### config.mk
export PLATFORM = sky130hd
export DESIGN_NAME = pc_sequencer
export DESIGN_NICKNAME = d
export VERILOG_FILES = /design/src/rtl/pc_sequencer_pkg.sv /design/src/rtl/pc_sequencer_ret_stack.sv /design/src/rtl/pc_sequencer.sv
export SDC_FILE = /design/constraint.sdc
export NUM_CORES = 1
export LEC_CHECK = 0
export BUFFER_PORTS_ARGS = -buffer_cell sky130_fd_sc_hd__buf_2
export CORE_MARGIN = 4
export CORE_UTILIZATION = 50
export DETAILED_ROUTE_END_ITERATION = 8
export PLACE_DENSITY = 0.7
export SYNTH_ARGS = -nofsm -noshare
export SYNTH_HDL_FRONTEND = slang
export SYNTH_SLANG_ARGS = --single-unit
export TNS_END_PERCENT = 10
### constraint.sdc
create_clock -name clk -period 3.3 [get_ports clk]
set_input_delay 0.33 -clock clk [delete_from_list [all_inputs] [get_ports clk]]
set_output_delay 0.33 -clock clk [all_outputs]
set_load 0.01 [all_outputs]
### src/rtl/pc_sequencer_pkg.sv
// Shared opcode and state encodings for the program-counter sequencer.
package pc_sequencer_pkg;

  // Decoder opcodes; every encoding not listed behaves as OpNext.
  typedef enum logic [3:0] {
    OpNext = 4'h0,
    OpJp   = 4'h1,
    OpJs   = 4'h2,
    OpJz   = 4'h3,
    OpJnz  = 4'h4,
    OpCall = 4'h5,
    OpRet  = 4'h6,
    OpExit = 4'hF
  } op_e;

  typedef enum logic [2:0] {
    StIdle   = 3'd0,
    StDecode = 3'd1,
    StPop    = 3'd2,
    StPopW   = 3'd3,
    StBranch = 3'd4,
    StNext   = 3'd5,
    StHalt   = 3'd6
  } state_e;

  // True when the op needs a target from the data stack (taken branch or CALL).
  function automatic logic needs_target(logic [3:0] op, logic z, logic s);
    logic taken;
    taken = 1'b0;
    case (op)
      OpJp:    taken = 1'b1;
      OpJs:    taken = s;
      OpJz:    taken = z;
      OpJnz:   taken = ~z;
      OpCall:  taken = 1'b1;
      default: taken = 1'b0;
    endcase
    return taken;
  endfunction

endpackage

### src/rtl/pc_sequencer_ret_stack.sv
// Return-address LIFO for CALL/RET: DEPTH entries of WIDTH bits, top always visible.
module ret_stack
  import pc_sequencer_pkg::*;
#(
  parameter int unsigned DEPTH = 4,
  parameter int unsigned WIDTH = 6
) (
  input  logic             clk,
  input  logic             rst,
  input  logic             push,
  input  logic             pop,
  input  logic [WIDTH-1:0] din,
  output logic [WIDTH-1:0] top,
  output logic             full,
  output logic             empty
);

  localparam int unsigned PTR_W = $clog2(DEPTH + 1);
  localparam int unsigned IDX_W = (DEPTH > 1) ? $clog2(DEPTH) : 1;

  logic [WIDTH-1:0] mem [DEPTH];
  logic [PTR_W-1:0] ptr;
  logic [IDX_W-1:0] wr_idx;
  logic [IDX_W-1:0] top_idx;

  // ptr counts valid entries; the write slot is ptr, the top entry is ptr-1.
  assign wr_idx  = IDX_W'(ptr);
  assign top_idx = IDX_W'(ptr - PTR_W'(1));
  assign full    = (ptr == PTR_W'(DEPTH));
  assign empty   = (ptr == '0);
  assign top     = empty ? '0 : mem[top_idx];

  // Storage and pointer; overflowing push and underflowing pop are ignored.
  always_ff @(posedge clk or posedge rst) begin
    if (rst) begin
      ptr <= '0;
      for (int i = 0; i < int'(DEPTH); i++) begin
        mem[i] <= '0;
      end
    end else if (push && !full) begin
      mem[wr_idx] <= din;
      ptr         <= ptr + PTR_W'(1);
    end else if (pop && !empty) begin
      ptr <= ptr - PTR_W'(1);
    end
  end

endmodule

### src/rtl/pc_sequencer.sv
// Program-counter sequencer: one step per en pulse, branch targets popped from the
// data stack, CALL/RET via an internal return stack, sticky halt on EXIT.
module pc_sequencer
  import pc_sequencer_pkg::*;
#(
  parameter int unsigned INST_CAP  = 20,
  parameter int unsigned DATA_LEN  = 8,
  parameter int unsigned RET_DEPTH = 4,
  parameter int unsigned WRAP      = 0,
  localparam int unsigned PC_W     = $clog2(INST_CAP) + 1
) (
  input  logic                clk,
  input  logic                rst,
  input  logic                en,
  input  logic [3:0]          ctrl_op,
  input  logic                z_flag,
  input  logic                s_flag,
  input  logic [DATA_LEN-1:0] stk_data_out,
  output logic                stk_pop,
  output logic [PC_W-1:0]     pc,
  output logic                fin_sig,
  output logic                busy,
  output logic                err,
  output logic                halted
);

  localparam logic [PC_W-1:0] PC_LAST = PC_W'(INST_CAP - 1);

  state_e          state_q, state_d;
  logic [3:0]      op_q, op_d;
  logic [PC_W-1:0] pc_d;
  logic [PC_W-1:0] pc_step;
  logic            pop_d, fin_d, err_d, halted_d, busy_d;

  logic            rs_push, rs_pop, rs_full, rs_empty;
  logic [PC_W-1:0] rs_top;

  logic [31:0]     tgt_wide;
  logic            tgt_bad;
  logic [PC_W-1:0] tgt;

  ret_stack #(
    .DEPTH (RET_DEPTH),
    .WIDTH (PC_W)
  ) u_ret_stack (
    .clk   (clk),
    .rst   (rst),
    .push  (rs_push),
    .pop   (rs_pop),
    .din   (pc_step),
    .top   (rs_top),
    .full  (rs_full),
    .empty (rs_empty)
  );

  // Sequential successor of pc: saturate or wrap at the last slot.
  always_comb begin
    pc_step = pc;
    if (pc < PC_LAST) begin
      pc_step = pc + PC_W'(1);
    end else if (WRAP != 0) begin
      pc_step = '0;
    end
  end

  // Range check uses the full data word so wide out-of-range values cannot alias low.
  assign tgt_wide = 32'(stk_data_out);
  assign tgt_bad  = (tgt_wide >= INST_CAP);
  assign tgt      = PC_W'(stk_data_out);

  // Next-state and registered-output values for the step FSM.
  always_comb begin
    state_d  = state_q;
    op_d     = op_q;
    pc_d     = pc;
    pop_d    = 1'b0;
    fin_d    = 1'b0;
    err_d    = 1'b0;
    halted_d = halted;
    rs_push  = 1'b0;
    rs_pop   = 1'b0;

    unique case (state_q)
      StIdle: begin
        if (en) begin
          op_d    = ctrl_op;
          state_d = StDecode;
        end
      end

      StDecode: begin
        if (op_q == OpExit) begin
          state_d  = StHalt;
          halted_d = 1'b1;
          fin_d    = 1'b1;
        end else if (op_q == OpRet) begin
          state_d = StBranch;
        end else if (needs_target(op_q, z_flag, s_flag)) begin
          // stk_pop is high for exactly the POP cycle.
          state_d = StPop;
          pop_d   = 1'b1;
        end else begin
          state_d = StNext;
        end
      end

      StPop: begin
        state_d = StPopW;
      end

      StPopW: begin
        state_d = StBranch;
      end

      StBranch: begin
        fin_d   = 1'b1;
        state_d = StIdle;
        if (op_q == OpRet) begin
          if (rs_empty) begin
            err_d = 1'b1;
            pc_d  = pc_step;
          end else begin
            pc_d   = rs_top;
            rs_pop = 1'b1;
          end
        end else if ((op_q == OpCall) && rs_full) begin
          // Overflowing CALL degrades to a sequential step; the popped target is dropped.
          err_d = 1'b1;
          pc_d  = pc_step;
        end else if (tgt_bad) begin
          err_d = 1'b1;
        end else begin
          pc_d    = tgt;
          rs_push = (op_q == OpCall);
        end
      end

      StNext: begin
        pc_d    = pc_step;
        fin_d   = 1'b1;
        state_d = StIdle;
      end

      StHalt: begin
        state_d = StHalt;
      end

      default: begin
        state_d = StIdle;
      end
    endcase

    busy_d = !((state_d == StIdle) || (state_d == StHalt));
  end

  // State and all outputs are registered; reset aborts any step in flight.
  always_ff @(posedge clk or posedge rst) begin
    if (rst) begin
      state_q <= StIdle;
      op_q    <= OpNext;
      pc      <= '0;
      stk_pop <= 1'b0;
      fin_sig <= 1'b0;
      err     <= 1'b0;
      halted  <= 1'b0;
      busy    <= 1'b0;
    end else begin
      state_q <= state_d;
      op_q    <= op_d;
      pc      <= pc_d;
      stk_pop <= pop_d;
      fin_sig <= fin_d;
      err     <= err_d;
      halted  <= halted_d;
      busy    <= busy_d;
    end
  end

endmodule
==> Word level (Yosys, flattened, before mapping) <==
Index checks and enable logic that the tools add are counted.
{ "op_classes": {"n_reduce_logical": 18, "eq_ne": 16, "muxes": 41, "add_sub_neg": 3, "bitwise_logic": 3, "n_lt_le_gt_ge": 5} }
{ "ops": {"columns": ["operator", "n"], "rows": [
  ["6-bit two-way mux", 8],
  ["24-bit bitwise mux", 1],
  ["1-bit two-way mux", 20],
  ["3-bit two-way mux", 6],
  ["3-bit equality test, second input constant", 5],
  ["3-bit case mux with 5 select lines", 1],
  ["6-bit binary-select mux with 2-bit select", 1],
  ["6-bit demux with 2-bit select", 1],
  ["4-bit by 3-bit equality test with 1-bit output, second input constant", 3],
  ["6-bit case mux with 2 select lines", 1],
  ["3-bit zero test", 3],
  ["4-bit by 2-bit equality test with 1-bit output, second input constant", 2],
  ["8-bit by 5-bit >= comparator with 1-bit output, second input constant", 1],
  ["6-bit by 1-bit adder with 6-bit output, second input constant", 1],
  ["3-bit by 2-bit equality test with 1-bit output, second input constant", 2],
  ["3-bit >= comparator, second input constant", 2],
  ["6-bit by 5-bit < comparator with 1-bit output, second input constant", 1],
  ["2-bit inverter with 3-bit output", 2],
  ["2-bit AND reduction", 3],
  ["4-bit by 1-bit equality test with 1-bit output, second input constant", 1],
  ["4-bit equality test, second input constant", 1],
  ["1-bit logical AND", 4],
  ["4-bit inequality test, second input constant", 1],
  ["1-bit case mux with 4 select lines", 1],
  ["10 further kinds", 14]
]} }
{ "totals": {"wordCells": 99, "reg_bits": 45, "out_inout_bits": 11} }

==> Longest topological paths before layout <==
{ "depth": {"word_depth": 13, "mapped_depth": 9} }

==> By module <==
A second synthesis with hierarchy kept.
{ "unflattened": {"cells_unflattened": 229, "area_unflattened_um2": 2703.8} }
{ "by_module_without_submodules": {"columns": ["module", "cells_each", "area_per_inst_um2", "n_inst"], "rows": [
  ["ret_stack", 94, 1485.2, 1],
  ["pc_sequencer", 135, 1218.7, 1]
]} }

==> Least setup slack after synthesis <==
No wires, ideal clock.
{ "synth_path": {"path_type": "register -> register", "startpoint": "register u_ret_stack.ptr[0]", "endpoint": "register pc[4]", "setup_ns": 0.125, "t_arrival_ns": 2.081, "stages_incl_launch_ff": 9, "slack_ns": 1.094, "path_cell_list": "dfrtp_1 -> clkbuf_1 -> inv_1 -> ha_1 -> buf_2 -> mux4_2 -> o22ai_1 -> and2_1 -> o31ai_2"} }
{ "synth_via": {"elab_chain_cells": 8} }
{ "synth_rtl": {"columns": ["item", "line", "source"], "rows": [
  ["from (decl)", "pc_sequencer_ret_stack.sv:22", "logic [PTR_W-1:0] ptr;"],
  ["from (signal assigned)", "pc_sequencer_ret_stack.sv:42", "ptr <= ptr + PTR_W'(1);"],
  ["from (signal assigned)", "pc_sequencer_ret_stack.sv:44", "ptr <= ptr - PTR_W'(1);"],
  ["3-bit by 1-bit subtractor with 3-bit output", null, null],
  ["via u_ret_stack.top_idx[0]", "pc_sequencer_ret_stack.sv:24", "logic [IDX_W-1:0] top_idx;"],
  ["2-bit inverter with 3-bit output (not written as such)", "pc_sequencer_ret_stack.sv:31", "assign top = empty ? '0 : mem[top_idx];"],
  ["6-bit binary-select mux with 2-bit select", "pc_sequencer_ret_stack.sv:31", null],
  ["6-bit two-way mux (not written as such) (2 in a row)", "pc_sequencer_ret_stack.sv:31", null],
  ["6-bit two-way mux", "pc_sequencer.sv:119", "if (rs_empty) begin"],
  ["6-bit two-way mux", "pc_sequencer.sv:118", "if (op_q == OpRet) begin"],
  ["6-bit case mux with 2 select lines", "pc_sequencer.sv:83", "unique case (state_q)"],
  ["to (signal assigned)", "pc_sequencer.sv:170", "pc <= pc_d;"],
  ["to (decl)", "pc_sequencer.sv:20", "output logic [PC_W-1:0] pc,"]
]} }
The timed path passes the listed nets, and every way through them passes these cells. The select of a mux whose other input is x is not followed.
A chain may end at the register's enable or synchronous reset.

==> Worst setup path in the final report <==
Same ends and word-level chain as after synthesis.

==> summary.md <==
| Metric | Value |
|---|---|
| Register share of total power | 42.6% |
| Startpoint types | flip-flop |
| WHS | 231 ps |
| Core footprint | 4750 um2 |
| HPWL after DPL | about 3500 um |
| Layout Nets | 251 |
| Clk Latency, worst-skew pair | 300 ps |
| Yosys warnings | 0 |
| Reg-to-reg setup timing slack | 820 ps |
| Worst path bufs/invs | 1 |
| Placer Congestion | 0.797 |
| Post-route cell area | 2720 um2 |
| Hold WC Path Type | input pin to async pin |
| Quantity of hold-fixing buffers added after cts | 0 |
| TNS Setup | 0 ps |
| Clock input transition at the sequential cells of the worst setup and hold paths | 80 ps |
| Logic pwr share | 40.7% |
| Cell taking the most area after synthesis | dfrtp_1 |
| Vias in the first global route | 1686 |
| PortBufs | 27 |
| Slew @ Worst Pin | 908 ps |
| Top post-synthesis cells by count | 45 x dfrtp_1, 17 x nand2_1, 12 x mux2_1, 12 x o21ai_1, 8 x mux2_4 |
| Final Setup Violations | 0 |
| Placed instance area | 2630 um2 |
| Tcrit/Tclk final | 75.1% |
| CP peak stage delay | 610 ps |
| First-pass GRT wire length | slightly above 8000 um |
| Die footprint | between 6000 and 7000 um2 |
| Pin count of the biggest net entering global routing | 46 |
| Initial drt markers | ~120 |
| Clk root buf | clkbuf_8 |
| Drt pass-1 iters | 4 |
| DR WL met3 | roughly 230 um |
| FP Rows | 25 |
| Syn-to-layout area delta | 10.5% |
| Area contributors post-synth | dfrtp_1 46%, mux2_1 5.5%, mux4_2 5.5% |
| Die Y | 78.2 um |
| #FFs+latches synth | between 40 and 50 |
| Vias per inst | 5.65 |
| Top routing layer in use | met4 |
| Arrival @ worst endpoint | ~2600 ps |
| Routed wire per std cell | 16.3 um |
| Mapped Area | 2460 um2 |
| Internal power | 1220 uW |
| Final wirelength | between 4000 and 5000 um |
| Fin cells | 295 |
| CP delay by family, top | adder cells |
| Unrepaired setup endpoints after global routing | no |
| Post-CTS Setup Repair Bufs | 0 |
| Static Leak | 0.00129 uW |
| WL met2 | 2330 um |
| Diode count | 0 |
| Synthesized Nets | 225 |
| Critical Path RT | 3460 ps |
| Grt ovf | 0 |
| H-Tree Depth | 2 |
| Clk sinks | 45 |
| Post-cts sizing count | 0 |
| Slew HR | 39.4% |
| Count leader, synth | dfrtp_1 |
| Crit-path max FO | 9 |
| Layout cells sized above 1 | 27.6% |
| Maximum vdd drop | about 0.00040 V |
| Max frequency | 0.404 GHz |
| Final Hold Viols | 0 |
| Post-synth top area share | 45.8% |
| Slowest cell on crit path | ha_1 |
| WS Path Type | flip-flop to flip-flop |
| Post-synth cell types | 54 |
| Fin. max-slew vios | 0 |
| Final setup skew | around 10 ps |
| Via count | approximately 1700 |
| Clk pwr share | 16.7% |
| Total power | 2050 uW |
| CP Cell Sequence | inv_1, ha_1, mux4_2, o22ai_1, and2_1, o31ai_2 |
| Crit. End Element | flip-flop |
| Max cap viols | 0 |
| Routed Antenna Nets | 0 |
| Drt drc | 0 |
| Post-route minimum period | approximately 2500 ps |
| Critical R2R Capture | pc[4] |
| FF-to-FF path depth | 6 |
| P_sw | 824 uW |
| Initial core utilization | 51.8% |
| Switching share of power | between 40% and 50% |
| IO Pins | 28 |
| Status | finished clean |
| Sequential area share after synthesis | ~46% |
| CTS buffer count | 5 |
| Mean Syn Cell Area | approximately 12 um2 |
| Post-Synthesis Cells | 202 |
| CTS Buffer Depth | 2 |
| CTS tree | done |
| Power density over the cells | 752 nW/um2 |
| M1 WL | between 2000 and 2500 um |
| EDFF count, synth | 0 |
| Gr usage total | ~17% |
| Die span in x | 78.2 um |
| Initial antenna violation count | 0 |
| Crit Reg-Reg Startpoint | u_ret_stack.ptr[0] |
| Most used DFF post-synth | dfrtp_1 |
| Inst Count DP | 288 |
| Asr flop ratio synth | 100% |
## worst register-to-register path, cell delays in order, from the launching register on
cell,delay [ps]
dfrtp_1,590
inv_1,180
ha_1,610
mux4_2,590
o22ai_1,130
and2_1,160
o31ai_2,70
## cells in the final DEF (no fill, tap or decap), types with 2 or more instances in the layout
cell and count:
a21o_1 2, a21oi_1 6, a31oi_1 2, buf_2 27, clkbuf_8 6, dfrtp_1 45, ha_1 6, inv_1 4
mux2_1 12, mux2_2 4, mux2_4 8, mux4_2 6, nand2_1 17, nand2b_1 2, nand3_4 4, nand4b_1 2
nor2_1 6, nor2b_1 6, o211a_1 2, o21ai_0 3, o21ai_1 12, o21bai_1 2, o22ai_1 6, o2bb2ai_1 4
xnor2_1 3, xor2_1 3
## layer usage
| layer | GRT usage (%) | vias to the layer above |
|---|---|---|
| li1 | - | 793 |
| met1 | 23.6 | 825 |
| met2 | 28.1 | 40 |
| met3 | 3.78 | 8 |
| met4 | 5.42 | 0 |
| met5 | 0 | - |
## metrics by stage
stage	util (%)	worst slack, ps
5_1_grt	57.2	648
6_report	57.2	822
4_1_cts	57.2	823
3_3_place_gp	55.4	860
3_5_place_dp	55.4	833
2_1_floorplan	-	1090
## power groups by stage
stage | Sequential (uW) | Clock, uW | Combinational [uW]
2_1_floorplan | 832 | 0 | 663
3_3_place_gp | 884 | 0 | 829
3_5_place_dp | 882 | 0 | 840
4_1_cts | 873 | 354 | 841
5_1_grt | 905 | 375 | 921
6_report | 872 | 342 | 832
## how the worst max path moves through the flow
stage | start | to | slack [ps] | cells past startpoint
after global routing | u_ret_stack.ptr[0] | pc[0] | 650 | 6
after CTS | u_ret_stack.ptr[0] | pc[4] | 820 | 6
after global placement | u_ret_stack.ptr[0] | pc[0] | 860 | 6
final | u_ret_stack.ptr[0] | pc[4] | 820 | 6
after floorplan | u_ret_stack.ptr[0] | pc[4] | 1090 | 8
after detailed placement | u_ret_stack.ptr[0] | pc[4] | 830 | 6
## registers in the layout, summed over array words and instances (netlist names)
signal,cells
busy,1
err,1
fin_sig,1
halted,1
op_q,4
pc,6
state_q,3
stk_pop,1
u_ret_stack.mem,24
u_ret_stack.ptr,3
## kinds of logic after synthesis
| logic type | Yosys count | synth area share (%) |
|---|---|---|
| and+or+nand+nor | 52 | 14.4 |
| AOI/OAI and AO/OA | 49 | 13.9 |
| DFF | 45 | 45.8 |
| muxes | 31 | 18.1 |
| buffers and inverters | 13 | 2.64 |
| xor gates and xnor gates | 6 | 2.14 |
| adders and majority gates | 6 | 3.05 |
## area by class of cell
cell class / count / area [um2]
tap: 67 / 83.8
sequential: 45 / 1130
inverter: 5 / 18.8
multi-input combinational: 144 / 1270
fill: 423 / 2030
timing repair buffer: 27 / 135
clock buffer: 7 / 86.3
Power figures use the tool's default switching activity.
